### src/rtl/cnn_result_readout.sv
// Prediction buffer between the CNN accelerator and the board LEDs: captures a batch of class IDs,
// then replays them by index or by timed auto-scan, masking the real classes while locked.
module cnn_result_readout #(
  parameter int                 NUM_CLASSES = 10,
  parameter int                 CLASS_W     = 4,
  parameter int                 DEPTH       = 32,
  parameter int                 IDX_W       = $clog2(DEPTH),
  parameter int                 SCAN_DIV    = 50_000_000,
  parameter logic [CLASS_W-1:0] LOCK_CODE   = 4'hA
) (
  input  logic               clk,
  input  logic               rst,
  input  logic               res_valid,
  output logic               res_ready,
  input  logic [CLASS_W-1:0] res_class,
  input  logic               res_last,
  input  logic               unlock,
  input  logic [1:0]         mode,
  input  logic [IDX_W-1:0]   sel_idx,
  output logic [CLASS_W-1:0] disp_class,
  output logic [IDX_W-1:0]   disp_idx,
  output logic [IDX_W:0]     count,
  output logic               done,
  output logic               overflow
);

  localparam int                 CNT_W    = IDX_W + 1;
  localparam int                 DIV_W    = (SCAN_DIV > 1) ? $clog2(SCAN_DIV) : 1;
  localparam logic [CNT_W-1:0]   DEPTH_C  = CNT_W'(DEPTH);
  localparam logic [CNT_W-1:0]   LAST_C   = CNT_W'(DEPTH - 1);
  localparam logic [CLASS_W-1:0] NCLS_C   = CLASS_W'(NUM_CLASSES);
  localparam logic [DIV_W-1:0]   DIV_LAST = DIV_W'(SCAN_DIV - 1);

  typedef enum logic [1:0] {IDLE, FILL, READY} state_t;

  state_t             state_reg, state_next;
  logic [CNT_W-1:0]   count_reg;
  logic               done_reg, overflow_reg;
  logic [IDX_W-1:0]   disp_idx_reg, scan_ptr_reg;
  logic [CLASS_W-1:0] disp_class_reg;
  logic [DIV_W-1:0]   scan_div_reg;
  logic [CLASS_W-1:0] mem [DEPTH];

  logic               clear, accept, last_write;
  logic [CLASS_W-1:0] wr_data, rd_class;
  logic [IDX_W-1:0]   rd_idx, scan_ptr_next;

  assign clear      = (mode == 2'b11);
  assign res_ready  = ((state_reg == IDLE) || (state_reg == FILL)) && (count_reg < DEPTH_C) && !clear && !rst;
  assign accept     = res_valid && res_ready;
  assign last_write = res_last || (count_reg == LAST_C);
  assign wr_data    = (res_class < NCLS_C) ? res_class : LOCK_CODE;

  // Readout mux: stale or out-of-range entries are hidden by the count guard, so mem needs no reset.
  assign rd_idx   = (mode == 2'b10) ? scan_ptr_reg : sel_idx;
  assign rd_class = (unlock && ({1'b0, rd_idx} < count_reg)) ? mem[rd_idx] : LOCK_CODE;

  // With count==0 the comparison is always true, which pins the pointer at 0.
  assign scan_ptr_next = (({1'b0, scan_ptr_reg} + CNT_W'(1)) >= count_reg) ? '0 : scan_ptr_reg + IDX_W'(1);

  always_ff @(posedge clk) begin
    if (rst) state_reg <= IDLE;
    else     state_reg <= state_next;
  end

  always_comb begin
    state_next = state_reg;
    if (clear) begin
      state_next = IDLE;
    end else begin
      case (state_reg)
        IDLE:    if (accept) state_next = last_write ? READY : FILL;
        FILL:    if (accept && last_write) state_next = READY;
        READY:   state_next = READY;
        default: state_next = IDLE;
      endcase
    end
  end

  always_ff @(posedge clk) begin
    if (accept) mem[count_reg[IDX_W-1:0]] <= wr_data;
  end

  always_ff @(posedge clk) begin
    if (rst || clear) begin
      count_reg      <= '0;
      done_reg       <= 1'b0;
      overflow_reg   <= 1'b0;
      disp_idx_reg   <= '0;
      disp_class_reg <= LOCK_CODE;
      scan_ptr_reg   <= '0;
      scan_div_reg   <= '0;
    end else begin
      if (accept) begin
        count_reg <= count_reg + CNT_W'(1);
        if (last_write) done_reg <= 1'b1;
      end
      if ((state_reg == READY) && res_valid) overflow_reg <= 1'b1;
      case (mode)
        2'b01: begin
          disp_idx_reg   <= sel_idx;
          disp_class_reg <= rd_class;
        end
        2'b10: begin
          disp_idx_reg   <= scan_ptr_reg;
          disp_class_reg <= rd_class;
          if (scan_div_reg == DIV_LAST) begin
            scan_div_reg <= '0;
            scan_ptr_reg <= scan_ptr_next;
          end else begin
            scan_div_reg <= scan_div_reg + DIV_W'(1);
          end
        end
        default: begin
          disp_idx_reg   <= '0;
          disp_class_reg <= LOCK_CODE;
        end
      endcase
    end
  end

  assign count      = count_reg;
  assign done       = done_reg;
  assign overflow   = overflow_reg;
  assign disp_idx   = disp_idx_reg;
  assign disp_class = disp_class_reg;

endmodule

### config.mk
export PLATFORM = sky130hd
export DESIGN_NAME = cnn_result_readout
export DESIGN_NICKNAME = d
export VERILOG_FILES = /design/src/rtl/cnn_result_readout.sv
export SDC_FILE = /design/constraint.sdc
export NUM_CORES = 1
export LEC_CHECK = 0
export BUFFER_PORTS_ARGS = -buffer_cell sky130_fd_sc_hd__buf_2
export CAP_MARGIN = 10
export CELL_PAD_IN_SITES_DETAIL_PLACEMENT = 1
export CELL_PAD_IN_SITES_GLOBAL_PLACEMENT = 1
export CORE_MARGIN = 2
export CORE_UTILIZATION = 54
export DETAILED_ROUTE_END_ITERATION = 16
export PLACE_DENSITY = 0.92
export SLEW_MARGIN = 10
export SYNTH_ARGS = -nofsm -noshare
export SYNTH_HDL_FRONTEND = slang
export SYNTH_SLANG_ARGS = --single-unit
export TNS_END_PERCENT = 1
### constraint.sdc
create_clock -name clk -period 6.7 [get_ports clk]
set_input_delay 1.005 -clock clk [delete_from_list [all_inputs] [get_ports clk]]
set_output_delay 1.005 -clock clk [all_outputs]
set_load 0.05 [all_outputs]
After elaboration in Yosys (flattened, before gate mapping)
Memory sizes are Yosys's and may differ from the RTL's. A register that Yosys moved wholly into a read port is not among the register bits.
Index checks and enable logic that the tools add are counted.
Cells by class
  reduce and logical (&&, ||, !) cells: 19
  bitwise operators: 2
  $lt $le $gt $ge: 4
  eq/ne operators: 9
  add/sub/neg operators: 4
  mux-type cells: 11
Operators by type and width (count)
  $add A26 B1 Y26 const B: 1
  $eq A26 B26 Y1 const B: 1
  $mux W26: 1
  $mux W5: 2
  $pmux W5 S2: 1
  $logic_and A1 B1 Y1: 7
  $add A5 B1 Y6 const B: 1
  $add A6 B1 Y6 const B: 1
  $eq A2 B2 Y1 const B: 3
  $eq A6 B5 Y1 const B: 1
  $ge A6 B6 Y1: 1
  $lt A5 B6 Y1: 1
  $lt A6 B6 Y1 const B: 1
  $mux W2: 3
  $pmux W2 S3: 1
  $reduce_and A2 Y1: 3
  $add A5 B1 Y5 const B: 1
  $eq A2 B1 Y1 const B: 2
  $lt A4 B4 Y1 const B: 1
  $mux W4: 1
  $reduce_or A2 Y1: 2
  $logic_or A1 B1 Y1: 3
  $reduce_or A3 Y1: 1
  $logic_not A1 Y1: 2
  5 further kinds: 7
Word-level totals
  bits of input ports: 16
  memories kept: 1
  memory bits (writable): 128
  logic and storage cells: 57
  register bits after elaboration: 46
Memory list
  mem: words 32, width 4, read ports 1, clocked after Yosys merged registers in 1, write ports 1, RTL line 42  | logic [CLASS_W-1:0] mem [DEPTH];

Logic depth before layout (Yosys ltp)
Gate-level depths: netlist of the first run.
  depth in word-level cells: 9
  gate-level depth with buffers: 14
  gate-level depth less buffers: 12

Worst setup path after synthesis of the first run
OpenSTA, ideal clock, no wires.
  path type: input-to-reg
  start point: input mode[0]
  end point: register disp_class_reg[3] (netlist: disp_class[3]) (read register of mem)
  buffers on the path: 2
  stages on the path: 14
  arrival time: 3.173 ns
  required time: 6.572 ns
  slack: 3.399 ns
  library setup time: 0.128 ns
  path through: inv_1 > ha_1 > buf_6 > buf_6 > nand2_1 > a21boi_0 > inv_1 > ha_1 > a21oi_1 > o211ai_1 > a41oi_1 > o21ai_0 > nor3_1 > nand4bb_1
Between the ends
  word-level cells in the longest chain between the ends: 6
RTL lines
  start, declared: RTL line 18  | input logic [1:0] mode,
  $eq A2 B2 Y1: RTL line 55, 99
  $mux W5: RTL line 55  | assign rd_idx = (mode == 2'b10) ? scan_ptr_reg : sel_idx;
  $lt A5 B6 Y1: RTL line 56  | assign rd_class = (unlock && ({1'b0, rd_idx} < count_reg)) ? mem[rd_idx] : LOCK_CODE;
  $logic_and A1 B1 Y1: RTL line 56
  $not A1 Y1 (no line)
  $reduce_or A3 Y1 (no line)
  end, declared: RTL line 40  | logic [CLASS_W-1:0] disp_class_reg;
Several ways; a longest one is shown, not always the timed one.
A chain may end at the register's enable or synchronous reset.

Worst setup path after layout of the first run
Ends and elaborated chain as after synthesis.

==> impl_metrics.tcl, run 1 <==
set metrics [dict create \
    hold_end "done$_SDFFE_PP0P_" \
    grt_overflow_total 0 \
    drv_cap 0 \
    area_growth_pct 9.259 \
    r2r_slack_ps 3560 \
    dp_slack_ps 1876 \
    layout_min_cycle_time_ps 4523 \
    power_leakage_nw 3.195 \
    yosysWarnings 0 \
    avgSynthCellArea_sq_um 11.62 \
    die_h_microns 129.2 \
    postCtsHoldBufs 0 \
    critPathLaunchType "input port" \
    whs_path_depth 2 \
    drv_slew 0 \
    dp_hpwl_mm 17.45 \
    peakVddDrop_v 0.0001830 \
    die-area_sq_um 16680 \
    gp_congestion 0.9300 \
    htreeDepth 4 \
    r2r_cells 9 \
    grt_pass1_wl_mm 39.25 \
    ys_types 77 \
    initial_utilization 0.5544 \
    core_sq_um 15260 \
    seq_power_share 0.527 \
    critPathKind "input port to register" \
    layout-drive-gt1-share 0.1153 \
    grt_max_degree 36 \
    fin_skew_ps 7.286 \
    synth_edf_count 128 \
    nFillCells 1548 \
    place_area_sq_um 8721 \
    pwr_density_cell_nw_per_um2 244.3 \
    post_cts_buffers 0 \
    reg2reg_to "scan_ptr_reg[2]$_SDFFE_PP0P_" \
    clk_pin_slew_worst_paths_ps 60 \
    finalSetupViolCount 0 \
    syn_nets 767 \
    min-delay-start "done$_SDFFE_PP0P_" \
    largest_reg_flops 128 \
    crit_chain "buf_2, inv_1, ha_1, inv_2, a21boi_0, inv_1, ha_1, a21oi_1, o211ai_1, a41oi_1, o21ai_0, nor3_1, nand4bb_1" \
    tritoncts "built" \
    seqCellArea_sq_um 4845 \
    synth.yosys.seq_area_share 0.5727 \
    drtAntennaViolNets 0 \
    antenna_found_initial 0 \
    timing.fmax_ghz 0.2211 \
    critPathMaxStageDelay_ps 790 \
    synthesis.area_sq_um 8459 \
    grt_pass1_vias 6720 \
    drt_iter0_markers 842 \
    p_clk_frac 0.396 \
    p_switching_w 0.0005497 \
    pwr-share-comb 0.077 \
    synth-seq-cells 178 \
    track_usage 0.3201 \
    rsz0062_at_grt "no" \
    drc 0 \
    clk_latency_ps 440 \
    status "finished clean" \
    startpoint "mode[0]" \
    crit_fanout 26 \
    p_sw_frac 0.2434 \
    cts_buffers 17 \
    routedWlPerCell_microns 26.28 \
    final_cell_area_sq_um 9243 \
    cp_slowest_cell "ha_1" \
    n_antenna_cell 0 \
    cts_sinks 178 \
    setup_slack_ps 2177 \
    num_rows 45 \
    ios 34 \
    tightestPinTransition_ps 1250 \
    hold_slack_ps 477.6 \
    min_period_over_period 0.6751 \
    setup_tns_ps 0 \
    arrival_ps 4830 \
    finalHoldViolations 0 \
    reg2reg_from "scan_ptr_reg[1]$_SDFFE_PP0P_" \
    cts.repair.resized 0 \
    first_pass_iters 6 \
    cp-end-kind "register" \
    viasPerCell 6.520 \
    multiInputGateArea_sq_um 3298 \
    clk_path_buf_depth 2 \
    p_int_w 0.001709 \
    relSlewSlack 0.1593 \
    synth-async-reset-ratio 0 \
    drt-total-wl_mm 25.59 \
    final_nets 789 \
    hp-class "register to register" \
    required_ps 7010 \
    syn_inst 728 \
    synthFlopType "edfxtp_1" \
    vias 6350 \
    numPortBuffers 33 \
    die_w_microns 129.2 \
    cts-root-buf "clkbuf_16" \
]
layout make-up:
cell class	instances	area share
clock inverters	13	0.009476
multi-input cells	484	0.3568
repair buffers	37	0.02112
well taps	211	0.02856
clock buffers	19	0.04684
inverters	32	0.01300
flip-flops and latches	178	0.5242
worst max path at each step:
stage	endpoint	slack [ps]	cells after the start
3_3_place_gp	disp_class[3]$_SDFF_PP1_	2430	13
3_5_place_dp	disp_class[3]$_SDFF_PP1_	1880	13
4_1_cts	disp_class[3]$_SDFF_PP1_	2300	13
6_report	disp_class[3]$_SDFF_PP1_	2180	13
2_1_floorplan	disp_class[3]$_SDFF_PP1_	3400	14
5_1_grt	disp_class[3]$_SDFF_PP1_	1960	13
cells in the mapped netlist (11+ instances only):
library cell | instances | area share
nor2b_1 | 31 | 0.023
edfxtp_1 | 128 | 0.45
o22ai_1 | 18 | 0.013
nand2_1 | 48 | 0.021
xnor2_1 | 16 | 0.017
clkbuf_1 | 13 | 0.0058
a21oi_1 | 25 | 0.015
a22oi_1 | 11 | 0.0098
inv_1 | 31 | 0.014
xor2_1 | 16 | 0.017
nand3_1 | 25 | 0.015
nor2_1 | 96 | 0.043
buf_2 | 13 | 0.0077
a211oi_1 | 12 | 0.011
dfxtp_1 | 50 | 0.12
o211ai_1 | 17 | 0.015
ha_1 | 23 | 0.034
o21ai_0 | 19 | 0.011
cell families (layout without fill, tap and decap cells):
group | count (synthesis) | after routing | synth area share
AO/OA/AOI/OAI | 150 | 150 | 0.1238
buffers and inverters | 66 | 101 | 0.03757
adder cells (fa/ha/maj) | 23 | 23 | 0.03402
XOR/XNOR | 32 | 32 | 0.03313
flip-flops | 178 | 178 | 0.5727
multiplexers | 19 | 19 | 0.04644
AND/OR/NAND/NOR | 260 | 260 | 0.1523
power groups by stage:
stage,combinational [W],sequential (W),clock [W]
floorplan,0.000111,0.00122,0
global placement,0.000153,0.00121,0
detailed placement,0.000167,0.00121,0
CTS,0.000169,0.00119,0.000894
global route,0.000184,0.00119,0.000933
finish,0.000174,0.00119,0.000895
metrics by stage:
step,utilization,power (W),std cells
2_1_floorplan,-,0.001329,728
3_3_place_gp,0.5715,0.001365,942
3_5_place_dp,0.5715,0.001380,942
4_1_cts,0.6057,0.002253,974
5_1_grt,0.6057,0.002306,974
6_report,0.6057,0.002258,974
layer usage:
metal,vias up,share of wire,global-route usage
met3,82,0.079,0.06276
li1,2753,-,-
met2,356,0.50,0.5427
met5,-,0,0
met4,0,0.034,0.1343
met1,3159,0.39,0.4032
placed cells by master (no fill, tap or decap), types with 4 or more instances in the layout:
cell	Yosys	layout
a211oi_1	12	12
a21oi_1	25	25
a221oi_1	4	4
a22oi_1	11	11
a31o_2	4	4
and3_1	8	8
buf_2	13	33
buf_4	1	4
clkbuf_16	0	17
dfxtp_1	50	50
edfxtp_1	128	128
ha_1	23	23
inv_1	31	31
mux2i_1	4	4
mux4_1	10	10
nand2_1	48	48
nand2b_1	6	6
nand3_1	25	25
nand4_1	8	8
nor2_1	96	96
nor2b_1	31	31
nor3_1	7	7
nor4_1	4	4
o2111a_1	4	4
o211ai_1	17	17
o21ai_0	19	19
o22ai_1	18	18
xnor2_1	16	16
xor2_1	16	16
worst max-delay path, delay by kind of cell:
kind,cells,cell delay (ps)
AOI/OAI and AO/OA,5,1450
adders and majority gates,2,1170
buffers and inverters,4,720
and+or+nand+nor,2,470
No activity file was read; power rests on OpenSTA's default activity.
==> inputs of run 2 (changes only) <==
CORE_UTILIZATION = 45   (was 54)
PLACE_DENSITY = 0.82   (was 0.92)
clock period = 3.9 ns   (was 6.7 ns; I/O delays follow)
==> impl_metrics.tcl, run 2 (synthesis gave the netlist of run 1 again) <==
set metrics [dict create \
    critPathMaxStageDelay_ps 780 \
    wl_met2_mm 11.35 \
    cts_sinks 178 \
    finalSetupViolCount 0 \
    grt_pass1_vias 6481 \
    final_common_cell "edfxtp_1" \
    final_nets 797 \
    required_ps 4280 \
    setup_tns_ps 0 \
    drt-total-wl_mm 23.57 \
    p_sw_frac 0.2602 \
    nFillCells 1947 \
    drtAntennaViolNets 0 \
    first_pass_iters 5 \
    viasPerCell 6.177 \
    core_sq_um 18580 \
    drv_slew 0 \
    cts_buffers 17 \
    peakVddDrop_v 0.0002641 \
    postCtsHoldBufs 0 \
    drc 0 \
    cts.repair.resized 0 \
    min_period_over_period 0.7666 \
    multiInputGateArea_sq_um 3297 \
    die_h_microns 141.1 \
    cp_num_buf_inv 0 \
    cp_slowest_cell "dfxtp_1" \
    finalHoldViolations 0 \
    layout-drive-gt1-share 0.1297 \
    crit_fanout 15 \
    critPathLaunchType "register" \
    timing.fmax_ghz 0.3345 \
    routedWlPerCell_microns 23.45 \
    fin_skew_ps 12.06 \
    dp_hpwl_mm 16.85 \
    top_layer "met4" \
    critPathKind "register to register" \
    tightestPinTransition_ps 1072 \
    post_cts_buffers 0 \
    tritoncts "built" \
    path_delay_family "flip-flops" \
    seqCellArea_sq_um 4845 \
    die_w_microns 141.1 \
    clk_path_buf_depth 2 \
    drt_iter0_markers 634 \
    place_area_sq_um 8822 \
    crit_chain "ha_1, nand3_1, xnor2_1, ha_1, a21o_1, a21oi_1, o21ai_0, nor3_1, a31o_2" \
    drv_cap 0 \
    seq_power_share 0.503 \
    pwr_density_cell_nw_per_um2 430.8 \
    die-area_sq_um 19910 \
    ios 34 \
    n_antenna_cell 0 \
    power_leakage_nw 3.287 \
    crit_top_cell "ha_1" \
    wl_met1_mm 9.800 \
    rsz0062_at_grt "no" \
    num_rows 50 \
    clk_latency_ps 450 \
    vias 6208 \
    track_usage 0.2439 \
    status "finished clean" \
    grt_pass1_wl_mm 36.56 \
    antenna_found_initial 0 \
    cts-root-buf "clkbuf_16" \
    largest_reg_flops 128 \
    layout_min_cycle_time_ps 2990 \
    numPortBuffers 33 \
    p_switching_w 0.001056 \
    area_growth_pct 11.39 \
    p_clk_frac 0.425 \
    clk_pin_slew_worst_paths_ps 80 \
    relSlewSlack 0.2793 \
    hold_slack_ps 407.1 \
    final_cell_area_sq_um 9423 \
    initial_utilization 0.4553 \
    hp-class "input port to register" \
    htreeDepth 4 \
    pwr-share-comb 0.073 \
    cp-end-kind "register" \
    wl_met3_mm 1.484 \
    mostFrequentLayoutCells "edfxtp_1 (128), nor2_1 (96), dfxtp_1 (50), nand2_1 (48), buf_2 (33)" \
    grt_max_degree 36 \
    gp_congestion 0.8999 \
    grt_overflow_total 0 \
    arrival_ps 3370 \
    p_int_w 0.003003 \
]
==> run 2: through the flow <==
| stage | cells | utilization | setup WS (ps) | total power [W] |
|---|---|---|---|---|
| final | 1005 | 0.5071 | 910.3 | 0.004059 |
| after global routing | 1005 | 0.5071 | 773.0 | 0.004167 |
| after CTS | 1005 | 0.5071 | 966.4 | 0.004082 |
| after detailed placement | 973 | 0.4748 | 670.2 | 0.002370 |
| after global placement | 973 | 0.4748 | 745.9 | 0.002357 |
| after floorplan | 728 | - | 1019 | 0.002283 |
==> run 2: worst paths after layout <==
check	from	to	slack [ps]	cells after the start
max	scan_ptr_reg[1]$_SDFFE_PP0P_	scan_ptr_reg[2]$_SDFFE_PP0P_	910	9
min	res_valid	overflow$_SDFFE_PP0P_	410	3
max reg2reg	scan_ptr_reg[1]$_SDFFE_PP0P_	scan_ptr_reg[2]$_SDFFE_PP0P_	910	9
min reg2reg	overflow$_SDFFE_PP0P_	overflow$_SDFFE_PP0P_	480	2
==> run 2: cell type report <==
cell class,count,share of cell area
Clock buffer,17,0.04515
Clock inverter,15,0.01859
Inverter,32,0.01275
Multi-Input combinational cell,484,0.3499
Sequential cell,178,0.5141
Tap cell,234,0.03107
Timing Repair Buffer,45,0.02842
==> run 2: power groups by stage <==
stage | Sequential (W) | Combinational [W] | Clock [W]
after floorplan | 0.00209 | 0.000191 | 0
after global placement | 0.00208 | 0.000273 | 0
after detailed placement | 0.00208 | 0.000286 | 0
after CTS | 0.00204 | 0.000289 | 0.00175
after global routing | 0.00204 | 0.000319 | 0.00181
final | 0.00204 | 0.000294 | 0.00172
==> run 2: layer usage <==
layer  up-vias  global-route usage
met4         0              0.1089
met1      3113              0.3112
met5         -                   0
li1       2772                   -
met3        68             0.05095
met2       255              0.4024
==> run 2: worst register-to-register path: cells and delay by family (launching register included) <==
family                     cells  cell delay, ps
DFF                            1             780
AOI/OAI and AO/OA              4             730
xor gates and xnor gates       1             270
adders and majority gates      2             670
and+or+nand+nor                2             490
